$ cat config.mk
export PLATFORM = sky130hd
export DESIGN_NAME = alu_result_acc
export DESIGN_NICKNAME = d
export VERILOG_FILES = /design/src/rtl/alu_pkg.sv /design/src/rtl/alu_out_reg.sv /design/src/rtl/alu_result_acc.sv
export SDC_FILE = /design/constraint.sdc
export NUM_CORES = 1
export LEC_CHECK = 0
export BUFFER_PORTS_ARGS = -buffer_cell sky130_fd_sc_hd__buf_2
export CAP_MARGIN = 20
export CORE_ASPECT_RATIO = 1.2
export CORE_UTILIZATION = 55
export DETAILED_ROUTE_END_ITERATION = 8
export GPL_TIMING_DRIVEN = 0
export PLACE_DENSITY = 0.85
export SYNTH_ARGS = -nofsm -noshare
export SYNTH_HDL_FRONTEND = slang
export SYNTH_HIERARCHICAL = 1
export SYNTH_SLANG_ARGS = --single-unit
$ cat constraint.sdc
create_clock -name clk -period 5.3 [get_ports clk]
set_input_delay 0.265 -clock clk [delete_from_list [all_inputs] [get_ports clk]]
set_output_delay 0.265 -clock clk [all_outputs]
set_load 0.005 [all_outputs]
$ cat src/rtl/alu_pkg.sv
// -----------------------------------------------------------------------------
// alu_pkg
// Shared definitions for the ALU and the stages that consume its result
// stream.
//   alu_result_t : one ALU result as it appears on the wire, {cout, z[7:0]}.
//   ALU_RES_W    : width of alu_result_t.
//   sat_res_t    : return type of sat_add, {ovf, sum}.
//   sat_add      : saturating add of a result onto an accumulator of
//                  run-time-selected width (1..32 bits).
// -----------------------------------------------------------------------------
package alu_pkg;

    localparam int ALU_RES_W = 9;

    typedef struct packed {
        logic       cout;
        logic [7:0] z;
    } alu_result_t;

    typedef struct packed {
        logic        ovf;
        logic [31:0] sum;
    } sat_res_t;

    // The accumulator is passed zero-extended to 32 bits. It must already lie
    // within the range of a width-bit value, so any sum above that range is an
    // overflow and clamps to all-ones. The add is done in 33 bits so that a
    // 32-bit accumulator cannot wrap.
    function automatic sat_res_t sat_add(input logic [31:0]          acc,
                                         input logic [ALU_RES_W-1:0] val,
                                         input int unsigned          width);
        logic [32:0] total;
        logic [32:0] max_val;
        sat_res_t    res;
        total   = {1'b0, acc} + 33'(val);
        max_val = (33'd1 << width) - 33'd1;
        if (total > max_val) begin
            res.ovf = 1'b1;
            res.sum = max_val[31:0];
        end else begin
            res.ovf = 1'b0;
            res.sum = total[31:0];
        end
        return res;
    endfunction

endpackage

$ cat src/rtl/alu_out_reg.sv
// -----------------------------------------------------------------------------
// alu_out_reg
// One-entry push/stop output register. A loaded word is presented with valid=1
// and is held stable until the consumer takes it, which happens on a rising
// edge with valid=1 and stopin=0.
//
// The producer must load only when the register is empty or is draining on
// the same edge. If load and drain coincide, the new word wins.
//
// Ports:
//   clk       in   clock, rising edge
//   rst       in   asynchronous active-high reset; clears valid and data
//   load      in   capture load_data on this edge
//   load_data in   W  word to capture
//   stopin    in   consumer backpressure
//   valid     out  word present (drives the consumer's push)
//   data      out  W  held word
// -----------------------------------------------------------------------------
module alu_out_reg #(
    parameter int W = 17
) (
    input  logic         clk,
    input  logic         rst,
    input  logic         load,
    input  logic [W-1:0] load_data,
    input  logic         stopin,
    output logic         valid,
    output logic [W-1:0] data
);

    logic drain;

    assign drain = valid & ~stopin;

    // NOTE: state is updated with non-blocking assignments so that every
    // register samples values from before the edge, whatever order the
    // simulator evaluates the always blocks in.
    always_ff @(posedge clk or posedge rst) begin
        if (rst) begin
            valid <= 1'b0;
            data  <= '0;
        end else if (load) begin
            valid <= 1'b1;
            data  <= load_data;
        end else if (drain) begin
            valid <= 1'b0;
        end
    end

endmodule

$ cat src/rtl/alu_result_acc.sv
// -----------------------------------------------------------------------------
// alu_result_acc
// Sums each group of GROUP ALU results ({cout, z} as a 9-bit value) into one
// saturating SUM_W-bit sum. The sum is presented over push/stop through a
// one-entry output register, so the next group can accumulate while the
// previous sum waits.
//
// Parameters:
//   GROUP  results per group (2..255)
//   SUM_W  sum width (10..32)
//
// Ports:
//   clk      in   clock, rising edge
//   rst      in   asynchronous active-high reset
//   pushin   in   upstream result valid
//   cout_in  in   result carry
//   z_in     in   8  result value
//   stopout  out  backpressure to upstream
//   pushout  out  sum valid to the consumer
//   sum      out  SUM_W  group sum
//   ovf      out  the group saturated
//   stopin   in   consumer backpressure
// -----------------------------------------------------------------------------
module alu_result_acc
    import alu_pkg::*;
#(
    parameter int GROUP = 4,
    parameter int SUM_W = 16
) (
    input  logic             clk,
    input  logic             rst,
    input  logic             pushin,
    input  logic             cout_in,
    input  logic [7:0]       z_in,
    output logic             stopout,
    output logic             pushout,
    output logic [SUM_W-1:0] sum,
    output logic             ovf,
    input  logic             stopin
);

    localparam int              CNT_W = $clog2(GROUP);
    localparam logic [CNT_W-1:0] LAST  = CNT_W'(GROUP - 1);

    logic [SUM_W-1:0] acc;
    logic             acc_ovf;
    logic [CNT_W-1:0] cnt;

    alu_result_t      in_res;
    sat_res_t         add_res;
    logic [SUM_W-1:0] add_sum;
    logic             accept;
    logic             last;
    logic             out_valid;
    logic [SUM_W:0]   out_data;

    // Bits of the 32-bit helper result above SUM_W are always zero here; the
    // reduction only marks them as consumed.
    logic             unused_add_bits;

    assign in_res          = '{cout: cout_in, z: z_in};
    assign add_res         = sat_add(32'(acc), in_res, SUM_W);
    assign add_sum         = add_res.sum[SUM_W-1:0];
    assign unused_add_bits = ^add_res.sum;

    assign last   = (cnt == LAST);
    assign accept = pushin & ~stopout;

    // Only the final input of a group needs room in the output register, so
    // only it is held off. The decision uses registered state only; it stays
    // asserted through the drain edge and releases one cycle later.
    assign stopout = out_valid & last;

    always_ff @(posedge clk or posedge rst) begin
        if (rst) begin
            acc     <= '0;
            acc_ovf <= 1'b0;
            cnt     <= '0;
        end else if (accept) begin
            if (last) begin
                acc     <= '0;
                acc_ovf <= 1'b0;
                cnt     <= '0;
            end else begin
                acc     <= add_sum;
                acc_ovf <= acc_ovf | add_res.ovf;
                cnt     <= cnt + CNT_W'(1);
            end
        end
    end

    alu_out_reg #(
        .W(SUM_W + 1)
    ) u_out_reg (
        .clk       (clk),
        .rst       (rst),
        .load      (accept & last),
        .load_data ({acc_ovf | add_res.ovf, add_sum}),
        .stopin    (stopin),
        .valid     (out_valid),
        .data      (out_data)
    );

    assign pushout = out_valid;
    assign sum     = out_data[SUM_W-1:0];
    assign ovf     = out_data[SUM_W];

endmodule

==> flow_metrics.env <==
export IMPL_drive_above_1_share_pct=30.86
export IMPL_syn_nets=228
export IMPL_end_kind="register"
export IMPL_num_fill_cells=277
export IMPL_slowest_stage="dfrtp_1"
export IMPL_p_leak_nw=1.313
export IMPL_synthCells=204
export IMPL_place_area_um2=2437
export IMPL_nets=266
export IMPL_slowest_delay_ps=370
export IMPL_async_reset_ff_share_pct=100.0
export IMPL_cts_buffers=5
export IMPL_reg2reg_setup_slack_ps=2550
export IMPL_path_depth=11
export IMPL_reg2regPathDepth=11
export IMPL_crit_chain="ha_1, inv_1, fa_1, and2b_1, o2111ai_1, a21boi_2, or2_1, buf_2, nand2_1, mux2_2, mux2_4"
export IMPL_area_delta_synth_final_pct=15.97
export IMPL_skew_ps=8.505
export IMPL_critPathCapture="u_out_reg/data[10]$_DFFE_PP0P_"
export IMPL_initial_core_util_pct=59.07
export IMPL_routed_via_density=5.790
export IMPL_critPathTopFamily="adder cells"
export IMPL_grt_ovfl_total=0
export IMPL_cp_startpoint="acc[0]$_DFFE_PP0P_"
export IMPL_ys_flop_type="dfrtp_1"
export IMPL_die_area_um2=4290
export IMPL_r2r_start="acc[0]$_DFFE_PP0P_"
export IMPL_finalSetupViolations=0
export IMPL_path_clk_slew_ps=80
export IMPL_critPathMaxFanout=7
export IMPL_hold_class="in2async"
export IMPL_track_usage_pct=23.64
export IMPL_antenna_left=0
export IMPL_netlist_cell_type_count=50
export IMPL_ir_worst_vdd_v=0.0002701
export IMPL_grt_max_degree=20
export IMPL_final_cells=295
export IMPL_r2r_end="u_out_reg/data[10]$_DFFE_PP0P_"
export IMPL_drc=0
export IMPL_worst_pin_slew_ps=773.7
export IMPL_die_y_um=71.55
export IMPL_critPathLaunchType="register"
export IMPL_hold_buffers=0
export IMPL_power_total_w=0.001434
export IMPL_dp_hpwl_um=3292
export IMPL_synth_most_common_cell="dfrtp_1"
export IMPL_outcome="finished clean"
export IMPL_first_pass_iters=4
export IMPL_post_place_ws_ps=2606
export IMPL_fin_crit_ps=2750
export IMPL_critical_path_class="reg2reg"
export IMPL_crit_required_ps=5470
export IMPL_yosys_warnings=6
export IMPL_clkSinkCount=37
export IMPL_wl_um=4512
export IMPL_place_gp_congestion=0.9043
export IMPL_wire_per_inst_um=15.29
export IMPL_seqCellArea_um2=925.9
export IMPL_fin_setup_tns_ps=0
export IMPL_synth_edff_count=0
export IMPL_post_cts_resized=0
export IMPL_final_area_um2=2571
export IMPL_final_max_slew_viol_count=0
export IMPL_num_antenna_cells=0
export IMPL_port_buffers=31
export IMPL_relSlewSlack_pct=48.36
export IMPL_postCtsSetupBuffers=0
export IMPL_syn_cell_area_um2=2217
export IMPL_fmax_mhz=363.7
export IMPL_initialDrtViolationCount=118
export IMPL_yosysTopAreaCell="dfrtp_1"
export IMPL_antenna_found_initial=0
export IMPL_die_w_um=59.96
export IMPL_grt_pass1_vias=1667
export IMPL_num_rows=24
export IMPL_avgSynthCellArea_um2=10.87
export IMPL_synth_area_top_cells="dfrtp_1 42%, mux2_4 6.1%, ha_1 5.6%"
export IMPL_synth_seq_area_share_pct=41.76
export IMPL_maxCapViolations=0
export IMPL_setup_ws_ps=2550
export IMPL_core_um2=3754
export IMPL_synthTopCellsByCount="37 x dfrtp_1, 19 x nand2_1, 13 x a21oi_1, 10 x ha_1, 10 x mux2_2"
export IMPL_cts_root_buffer="clkbuf_8"
export IMPL_yosysTopAreaCellShare_pct=41.76
export IMPL_cts_buffer_depth=2
export IMPL_fin_crit_sh_pct=51.88
export IMPL_grt_first_pass_wirelength_um=7610
export IMPL_cts_max_level=2
export IMPL_finalHoldViolCount=0
export IMPL_critPathArrivalTime_ps=2920
export IMPL_synth_seq_cells=37
export IMPL_vias=1708
export IMPL_tritoncts="built"
export IMPL_crit_buf_inv=2
export IMPL_num_io_pins=32
export IMPL_multiInputGateArea_um2=1180
export IMPL_powerDensity_nw_per_um2=557.6
export IMPL_numPlacedInstances=287
export IMPL_clkLatencyLatePin_ps=290
export IMPL_rsz0062_at_grt="no"
flip-flops by register name, indices dropped and copies added, names as in the netlist:
register	flops
u_out_reg/data	17
acc_ovf	1
acc	16
u_out_reg/valid	1
cnt	2
area by class of cell:
cell class                 instances  area share, %
buffer                            11          3.309
clock buffer                       5          2.676
clock inverter                     3          2.530
inverter                           7          1.022
multi-input combinational        149          45.89
sequential                        37          36.01
tap                               52          2.530
timing repair buffer              31          6.034
how the worst min path moves through the flow:
stage,startpoint,endpoint,cells past startpoint
after global placement,rst,u_out_reg/data[0]$_DFFE_PP0P_,2
after floorplan,rst,u_out_reg/data[0]$_DFFE_PP0P_,1
final,rst,u_out_reg/data[16]$_DFFE_PP0P_,2
after global routing,rst,u_out_reg/data[1]$_DFFE_PP0P_,2
after CTS,rst,cnt[1]$_DFFE_PP0P_,2
after detailed placement,rst,cnt[1]$_DFFE_PP0P_,2
worst reg2reg max path, delay by kind of cell, from the launching register on:
family	cells	cell delay, ps
fa+ha+maj	2	570
mux	2	530
compound gates	2	480
simple gates	3	460
flops	1	370
buf+inv	2	230
routing by layer:
layer	part of all wire (%)	routed length, um	global-route usage, %	up-vias
met3	4.6	209	4.332	8
met2	50	2268	36.17	56
met4	1.2	53	11.11	0
met5	0	0	0	-
met1	44	1980	32.12	821
li1	-	-	-	823
through the flow:
stage	hold slack (ps)	util, %
2_1_floorplan	203.6	-
3_3_place_gp	447.2	64.93
3_5_place_dp	444.8	64.93
4_1_cts	134.3	68.50
5_1_grt	165.4	68.50
6_report	91.13	68.50
power by group:
part	switching (W)	internal [W]
Clock	0.0000984	0.000187
Sequential	0.0000645	0.000387
Combinational	0.000348	0.000348
Total	0.000511	0.000922
cell families (layout without fill, tap and decap cells):
logic type	after synthesis	count (layout)	synth area share, %
adder cells (fa/ha/maj)	11	11	6.546
AND/OR/NAND/NOR	54	54	12.98
multiplexers	21	21	12.08
XOR/XNOR	5	5	1.975
buffers and inverters	18	57	5.023
flip-flops	37	37	41.76
AO/OA/AOI/OAI	58	58	19.64
cell usage in the layout (no fill, tap or decap), types with 8 or more instances in the layout:
| cell type | n |
|---|---|
| buf_2 | 32 |
| mux2_2 | 10 |
| nor2_1 | 9 |
| a21oi_1 | 13 |
| dfrtp_1 | 37 |
| a31oi_1 | 8 |
| nand2_1 | 19 |
| mux2_4 | 9 |
| ha_1 | 10 |
| a22o_1 | 9 |
Note: power is estimated with default switching activity, not from simulation.
